$ cat src/rtl/gray_pkg.sv
// Shared Gray-code helpers for the pointer counter and its checkers.
// The helpers work on a wide word; callers zero-extend their operands and truncate the results.
package gray_pkg;

   localparam int MAX_W = 32;

   typedef logic [MAX_W-1:0] word_t;

   function automatic word_t bin2gray(input word_t b);
      return b ^ (b >> 1);
   endfunction

   // Mirrors gray_to_bin: each binary bit is the XOR of all Gray bits at or above it.
   function automatic word_t gray2bin(input word_t g);
      word_t b;
      b[MAX_W-1] = g[MAX_W-1];
      for (int i = MAX_W - 2; i >= 0; i--) begin
         b[i] = b[i+1] ^ g[i];
      end
      return b;
   endfunction

   function automatic word_t term_up(input int w);
      return (word_t'(1) << w) - word_t'(1);
   endfunction

   function automatic word_t term_dn();
      return '0;
   endfunction

endpackage

$ cat src/rtl/bin_to_gray_counter_if.sv
// Command and status bundle for the Gray pointer counter.
// inc and ld are single-cycle commands sampled on every rising edge with no backpressure; outputs update one edge later.
interface bin_to_gray_counter_if #(
   parameter int WIDTH = 3
);
   logic             inc;
   logic             dn;
   logic             ld;
   logic [WIDTH-1:0] ld_val;
   logic [WIDTH-1:0] bin;
   logic [WIDTH-1:0] gr;
   logic             wrap;
   logic             at_end;

   modport master (
      output inc, dn, ld, ld_val,
      input  bin, gr, wrap, at_end
   );

   modport slave (
      input  inc, dn, ld, ld_val,
      output bin, gr, wrap, at_end
   );
endinterface

$ cat src/rtl/bin_step_nxt.sv
// Next-state binary for the pointer counter: load/step/hold mux plus terminal-count handling.
// Also reports whether the current count sits at the terminal value for the selected direction.
module bin_step_nxt
   import gray_pkg::*;
#(
   parameter int WIDTH = 3,
   parameter bit SAT   = 1'b0
) (
   input  logic             inc,
   input  logic             dn,
   input  logic             ld,
   input  logic [WIDTH-1:0] ld_val,
   input  logic [WIDTH-1:0] bin,
   output logic [WIDTH-1:0] bin_nxt,
   output logic             wrap_nxt,
   output logic             at_end
);

   localparam logic [WIDTH-1:0] TERM_UP = WIDTH'(term_up(WIDTH));
   localparam logic [WIDTH-1:0] TERM_DN = WIDTH'(term_dn());

   always_comb begin
      bin_nxt  = bin;
      wrap_nxt = 1'b0;
      at_end   = dn ? (bin == TERM_DN) : (bin == TERM_UP);
      if (ld) begin
         bin_nxt = ld_val;
      end else if (inc) begin
         // Saturating build parks on the terminal value instead of rolling over.
         if (!(at_end && SAT)) begin
            bin_nxt  = dn ? (bin - 1'b1) : (bin + 1'b1);
            wrap_nxt = at_end;
         end
      end
   end

endmodule

$ cat src/rtl/bin_to_gray_counter.sv
// Up/down binary counter with a registered Gray-coded copy, for clock-domain-crossing pointers.
// gr is encoded from the next-state binary and registered alongside bin, so it never glitches.
module bin_to_gray_counter
   import gray_pkg::*;
#(
   parameter int WIDTH = 3,
   parameter bit SAT   = 1'b0
) (
   input  logic                  clk,
   input  logic                  rst,
   bin_to_gray_counter_if.slave  bus
);

   logic [WIDTH-1:0] bin_q;
   logic [WIDTH-1:0] gr_q;
   logic             wrap_q;
   logic [WIDTH-1:0] bin_nxt;
   logic [WIDTH-1:0] gr_nxt;
   logic             wrap_nxt;
   logic             at_end;

   bin_step_nxt #(
      .WIDTH (WIDTH),
      .SAT   (SAT)
   ) u_step (
      .inc      (bus.inc),
      .dn       (bus.dn),
      .ld       (bus.ld),
      .ld_val   (bus.ld_val),
      .bin      (bin_q),
      .bin_nxt  (bin_nxt),
      .wrap_nxt (wrap_nxt),
      .at_end   (at_end)
   );

   always_comb begin
      gr_nxt = WIDTH'(bin2gray(word_t'(bin_nxt)));
   end

   always_ff @(posedge clk) begin
      if (rst) begin
         bin_q  <= '0;
         gr_q   <= '0;
         wrap_q <= 1'b0;
      end else begin
         bin_q  <= bin_nxt;
         gr_q   <= gr_nxt;
         wrap_q <= wrap_nxt;
      end
   end

   assign bus.bin    = bin_q;
   assign bus.gr     = gr_q;
   assign bus.wrap   = wrap_q;
   assign bus.at_end = at_end;

endmodule
$ cat src/flat_wrapper.sv
// flat-port wrapper written by rule: the top's interface ports become plain ports
module bin_to_gray_counter_flat import gray_pkg::*;
#(
   parameter int WIDTH = 3,
   parameter bit SAT   = 1'b0
)
  (clk, rst, bus_inc, bus_dn, bus_ld, bus_ld_val, bus_bin, bus_gr, bus_wrap, bus_at_end);
  bin_to_gray_counter_if #(.WIDTH(WIDTH)) bus_i ();
  input  logic clk;
  input  logic rst;
  input wire logic [$bits(bus_i.inc)-1:0] bus_inc;
  input wire logic [$bits(bus_i.dn)-1:0] bus_dn;
  input wire logic [$bits(bus_i.ld)-1:0] bus_ld;
  input wire logic [$bits(bus_i.ld_val)-1:0] bus_ld_val;
  output wire logic [$bits(bus_i.bin)-1:0] bus_bin;
  output wire logic [$bits(bus_i.gr)-1:0] bus_gr;
  output wire logic [$bits(bus_i.wrap)-1:0] bus_wrap;
  output wire logic [$bits(bus_i.at_end)-1:0] bus_at_end;
  assign bus_i.inc = bus_inc;
  assign bus_i.dn = bus_dn;
  assign bus_i.ld = bus_ld;
  assign bus_i.ld_val = bus_ld_val;
  assign bus_bin = bus_i.bin;
  assign bus_gr = bus_i.gr;
  assign bus_wrap = bus_i.wrap;
  assign bus_at_end = bus_i.at_end;
  bin_to_gray_counter #(.WIDTH(WIDTH), .SAT(SAT)) u_core (.clk(clk), .rst(rst), .bus(bus_i));
endmodule
$ cat config.mk
export PLATFORM = sky130hd
export DESIGN_NAME = bin_to_gray_counter_flat
export DESIGN_NICKNAME = d
export VERILOG_FILES = /design/src/rtl/gray_pkg.sv /design/src/rtl/bin_to_gray_counter_if.sv /design/src/rtl/bin_step_nxt.sv /design/src/rtl/bin_to_gray_counter.sv /design/src/flat_wrapper.sv
export SDC_FILE = /design/constraint.sdc
export NUM_CORES = 1
export LEC_CHECK = 0
export ABC_AREA = 0
export CORE_AREA = 2 2 39 41
export DETAILED_ROUTE_END_ITERATION = 7
export DIE_AREA = 0 0 41 43
export SLEW_MARGIN = 20
export SYNTH_ARGS = -nofsm -noshare
export SYNTH_HDL_FRONTEND = slang
export SYNTH_SLANG_ARGS = --single-unit
$ cat constraint.sdc
create_clock -name clk -period 2.85 [get_ports clk]
set_input_delay 0.57 -clock clk [delete_from_list [all_inputs] [get_ports clk]]
set_output_delay 0.57 -clock clk [all_outputs]
set_load 0.01 [all_outputs]
-- Word level (Yosys, flattened, before mapping)
Index checks and enable logic that the tools add are counted.
- logic and storage cells: 14
- bits of input ports: 8
- output and inout bits: 8
- bits in registers: 7
- add/sub/neg operators: 2
- bitwise logic cells: 2
- reduce and logical (&&, ||, !) cells: 2
- eq/ne operators: 1
- multiplexer cells: 4
- operators by type and width (cell ; number):
    $mux 3 ; 3
    $add 3x1->3 const B ; 1
    $eq 3x3->1 const B ; 1
    $logic_not 3->1 ; 1
    $reduce_or 3->1 ; 1
    $sub 3x1->3 const B ; 1
    $xor 3x2->3 ; 1
    $mux 1 ; 1
    $not 1->1 ; 1

-- Longest topological paths before layout
- depth in word-level cells: 5
- gate-level depth with buffers: 6
- depth with buffers taken out: 6

-- By module
From an unflattened synthesis, not the netlist that was laid out.
- cell total of the unflattened synthesis: 38
- area, all modules: 325.3 um2
- by module, submodules not included (module ; area an instance (um2) ; cells each ; instances):
    bin_to_gray_counter ; 177.7 ; 15 ; 1
    bin_step_nxt ; 147.6 ; 23 ; 1

-- Worst setup path after synthesis
No wires, ideal clock.
- path kind: input-to-reg
- from: input bus_dn
- to: register u_core.gr_q[1] (netlist: u_core.bus.gr[1])
- library setup time: 116 ps
- stages: 6
- slack: 1040 ps
- arrival time: 1693 ps
- data required time: 2734 ps
- cells stage by stage: inv_2 > fa_1 > and2_1 > o31ai_2 > a211oi_1 > a31o_2
- cells in the longest elaborated chain, start to end: 4
- ends and longest elaborated chain (element ; RTL line ; source):
    start, declared ; flat_wrapper.sv:12 ; input wire logic [$bits(bus_i.dn)-1:0] bus_dn;
    $mux 3 ; bin_step_nxt.sv:31 ; bin_nxt = dn ? (bin - 1'b1) : (bin + 1'b1);
    $mux 3 ; bin_step_nxt.sv:28 ; end else if (inc) begin
    $mux 3 ; bin_step_nxt.sv:26 ; if (ld) begin
    $xor 3x2->3 ; gray_pkg.sv:10 ; return b ^ (b >> 1);
    end signal, assigned ; bin_to_gray_counter.sv:47 ; gr_q <= gr_nxt;
    end, declared ; bin_to_gray_counter.sv:15 ; logic [WIDTH-1:0] gr_q;
Every way passes these cells.
A chain may end at the register's enable or synchronous reset.

-- Final worst setup path
- from: input bus_dn
- to: output bus_at_end
- cells in the longest elaborated chain, start to end: 1
- ends and longest elaborated chain (element ; RTL line ; source):
    $mux 1 ; bin_step_nxt.sv:25 ; at_end = dn ? (bin == TERM_DN) : (bin == TERM_UP);
    end, declared ; flat_wrapper.sv:18 ; output wire logic [$bits(bus_i.at_end)-1:0] bus_at_end;
Every way passes these cells.

==> impl_metrics.json <==
{
  "cts.sinks": 6,
  "crit_arrival_ns": 1.86,
  "hold_buffers": 0,
  "rows": 14,
  "synth-seq-area-share_pct": 36.8,
  "syn2layout_area_growth_pct": 58.2,
  "gp_congestion": 0.632,
  "power_mw": 0.247,
  "nets": 64,
  "ys_types": 23,
  "min_to": "u_core.bus.wrap",
  "initial_core_util_pct": 23.6,
  "startpoint": "bus_dn",
  "wl_per_cell_um": 9.81,
  "insertion_delay_ns": 0.24,
  "dieArea_mm2": 0.00176,
  "overflow": 0,
  "setup_ws_ns": 0.416,
  "ios": 16,
  "drcViolationCount": 0,
  "cts_root_buffer": "clkbuf_4",
  "hp-start": "u_core.bus.bin[0]",
  "num_vias": 307,
  "p_switching_mw": 0.0656,
  "cp-start-kind": "input port",
  "grt_pass1_wl_mm": 1.10,
  "intPower_mw": 0.182,
  "grt_start_max_net_pins": 9,
  "final_cell_mix": "14 x clkdlybuf4s50_1, 6 x dfxtp_1, 5 x nor2_1, 3 x clkbuf_4",
  "rsz0062_at_grt": "false",
  "cts_buffer_depth": 2,
  "die_w_um": 41,
  "pwr-share-clk_pct": 31.9,
  "cap_violations": 0,
  "grt_pass1_vias": 276,
  "n_antenna_cell": 0,
  "r2r_slack_ns": 1.02,
  "numCtsBuffers": 3,
  "rr_startpoint": "u_core.bus.bin[0]",
  "final_common_cell": "clkdlybuf4s50_1",
  "syn_area_per_cell_um2": 9.07,
  "clock_skew_ns": 0.00174,
  "period_share_pct": 85.4,
  "dp_slack_ns": 0.0129,
  "crit_fanout": 2,
  "hold_path_class": "register to register",
  "regToRegEndpoint": "u_core.bus.gr[1]",
  "end_kind": "output port",
  "utilization_pct": 37.3,
  "syn_inst": 36,
  "status": "finished, final reports clean",
  "mappedNetlistArea_um2": 327,
  "ys_seq_elements": 6,
  "clk_pin_slew_worst_paths_ns": 0.05,
  "fp.dieH_um": 43,
  "core_mm2": 0.00138,
  "combPwrFrac_pct": 28.6,
  "ys_warn_count": 0,
  "via_per_inst": 4.45,
  "maxSlewHeadroom_pct": 79.2,
  "cts_tree": "yes",
  "cp.required_ns": 2.28,
  "pwr-share-seq_pct": 39.5,
  "track_usage_pct": 10.1,
  "post-dp-hpwl_um": 527,
  "drt_iter0_markers": 1,
  "fin_crit_ns": 2.43,
  "p_leak_nw": 0.222,
  "hold_depth": 3,
  "netSwitchingFraction_pct": 26.5,
  "setup_tns_ns": 0,
  "final_antenna_net_count": 0,
  "port_buffers": 15,
  "syn_nets": 45,
  "antenna_found_initial": 0,
  "worstSetupPathType": "input port to output port",
  "htree_levels": 1,
  "report.final.slew_viol_count": 0,
  "powerDensity_mw_per_mm2": 479,
  "drt-total-wl_um": 677,
  "hold_viol": 0,
  "max_freq_mhz": 411,
  "layout-drive-gt1-share_pct": 13.2,
  "drtPass1Iterations": 4,
  "ir_drop_mv": 0.223,
  "setup_viol": 0,
  "rr_worst_depth": 6,
  "worst_pin_slew_ns": 0.310
}
## state kept, by name, summed over array words and instances (netlist names)
name and cells:
u_core.bus.wrap 1, u_core.bus.gr 3, u_core.bus.bin 2
## power by group through the flow
stage / clock (mW) / sequential, mW / combinational (mW)
after floorplan: 0 / 0.103 / 0.0332
after global placement: 0 / 0.0994 / 0.0717
after detailed placement: 0 / 0.0996 / 0.0721
after CTS: 0.0848 / 0.0979 / 0.0724
after global routing: 0.0884 / 0.0985 / 0.0789
final: 0.0790 / 0.0977 / 0.0708
## cells by family (layout without fill, tap and decap cells)
| group | count (synthesis) | after routing | synth area share, % |
|---|---|---|---|
| AOI/OAI and AO/OA | 6 | 6 | 14.9 |
| buffers and inverters | 5 | 22 | 7.28 |
| and+or+nand+nor | 13 | 13 | 20.7 |
| adders and majority gates | 1 | 1 | 6.13 |
| muxes | 2 | 2 | 6.13 |
| xor gates and xnor gates | 3 | 3 | 8.05 |
| DFF | 6 | 6 | 36.8 |
## per-stage QoR
stage / area, µm² / std cells / hold WS, ns
final: 517 / 69 / 0.695
after global placement: 492 / 66 / 0.685
after floorplan: 327 / 36 / 0.639
after detailed placement: 492 / 66 / 0.698
after CTS: 514 / 69 / 0.704
after global routing: 517 / 69 / 0.743
## worst max path at each step
stage	to	slack, ns	depth (start not counted)
5_1_grt	bus_at_end	0.34	5
2_1_floorplan	u_core.bus.gr[1]	1.04	6
6_report	bus_at_end	0.42	5
3_5_place_dp	bus_at_end	0.01	5
3_3_place_gp	bus_at_end	0.03	5
4_1_cts	bus_at_end	0.01	5
## synth_stat cells
cell	instances	share of area [%]
nand2_1	2	2.3
and2_1	1	1.9
o31ai_1	1	2.3
o31ai_2	1	3.8
dfxtp_1	6	37
or4_1	1	2.3
inv_1	2	2.3
a22oi_1	1	2.3
xor2_1	2	5.4
buf_4	1	2.3
and3_1	1	1.9
a31o_2	1	2.7
buf_2	1	1.5
nor2_1	5	5.7
mux2i_1	2	6.1
and2b_1	1	2.3
nor2b_1	1	1.9
fa_1	1	6.1
xnor2_1	1	2.7
a21oi_1	1	1.5
a211oi_1	1	2.3
inv_2	1	1.1
nor3b_1	1	2.3
## metal layers
layer	global-route usage [%]	part of all wire, %
met4	6.00	1.3
met3	7.85	11
met2	13.4	46
met1	10.7	42
met5	0	0
## worst max-delay path: stages
cell,delay [ns]
clkdlybuf4s50_1,0.49
inv_2,0.05
or4_1,0.46
o31ai_1,0.10
dlymetal6s2s_1,0.20
## cell type report
| type | count | area (µm²) |
|---|---|---|
| Timing Repair Buffer | 16 | 160 |
| Inverter | 3 | 11.3 |
| Multi-Input combinational cell | 25 | 183 |
| Tap cell | 16 | 20.0 |
| Fill cell | 152 | 867 |
| Clock buffer | 3 | 22.5 |
| Sequential cell | 6 | 120 |
## what timing repair did
action	in CTS	in global routing
gates resized for setup	0	1
setup endpoints to repair	0	1
buffers inserted	0	0
endpoints found under the hold margin	0	0
(Power assumes the default switching activity.)
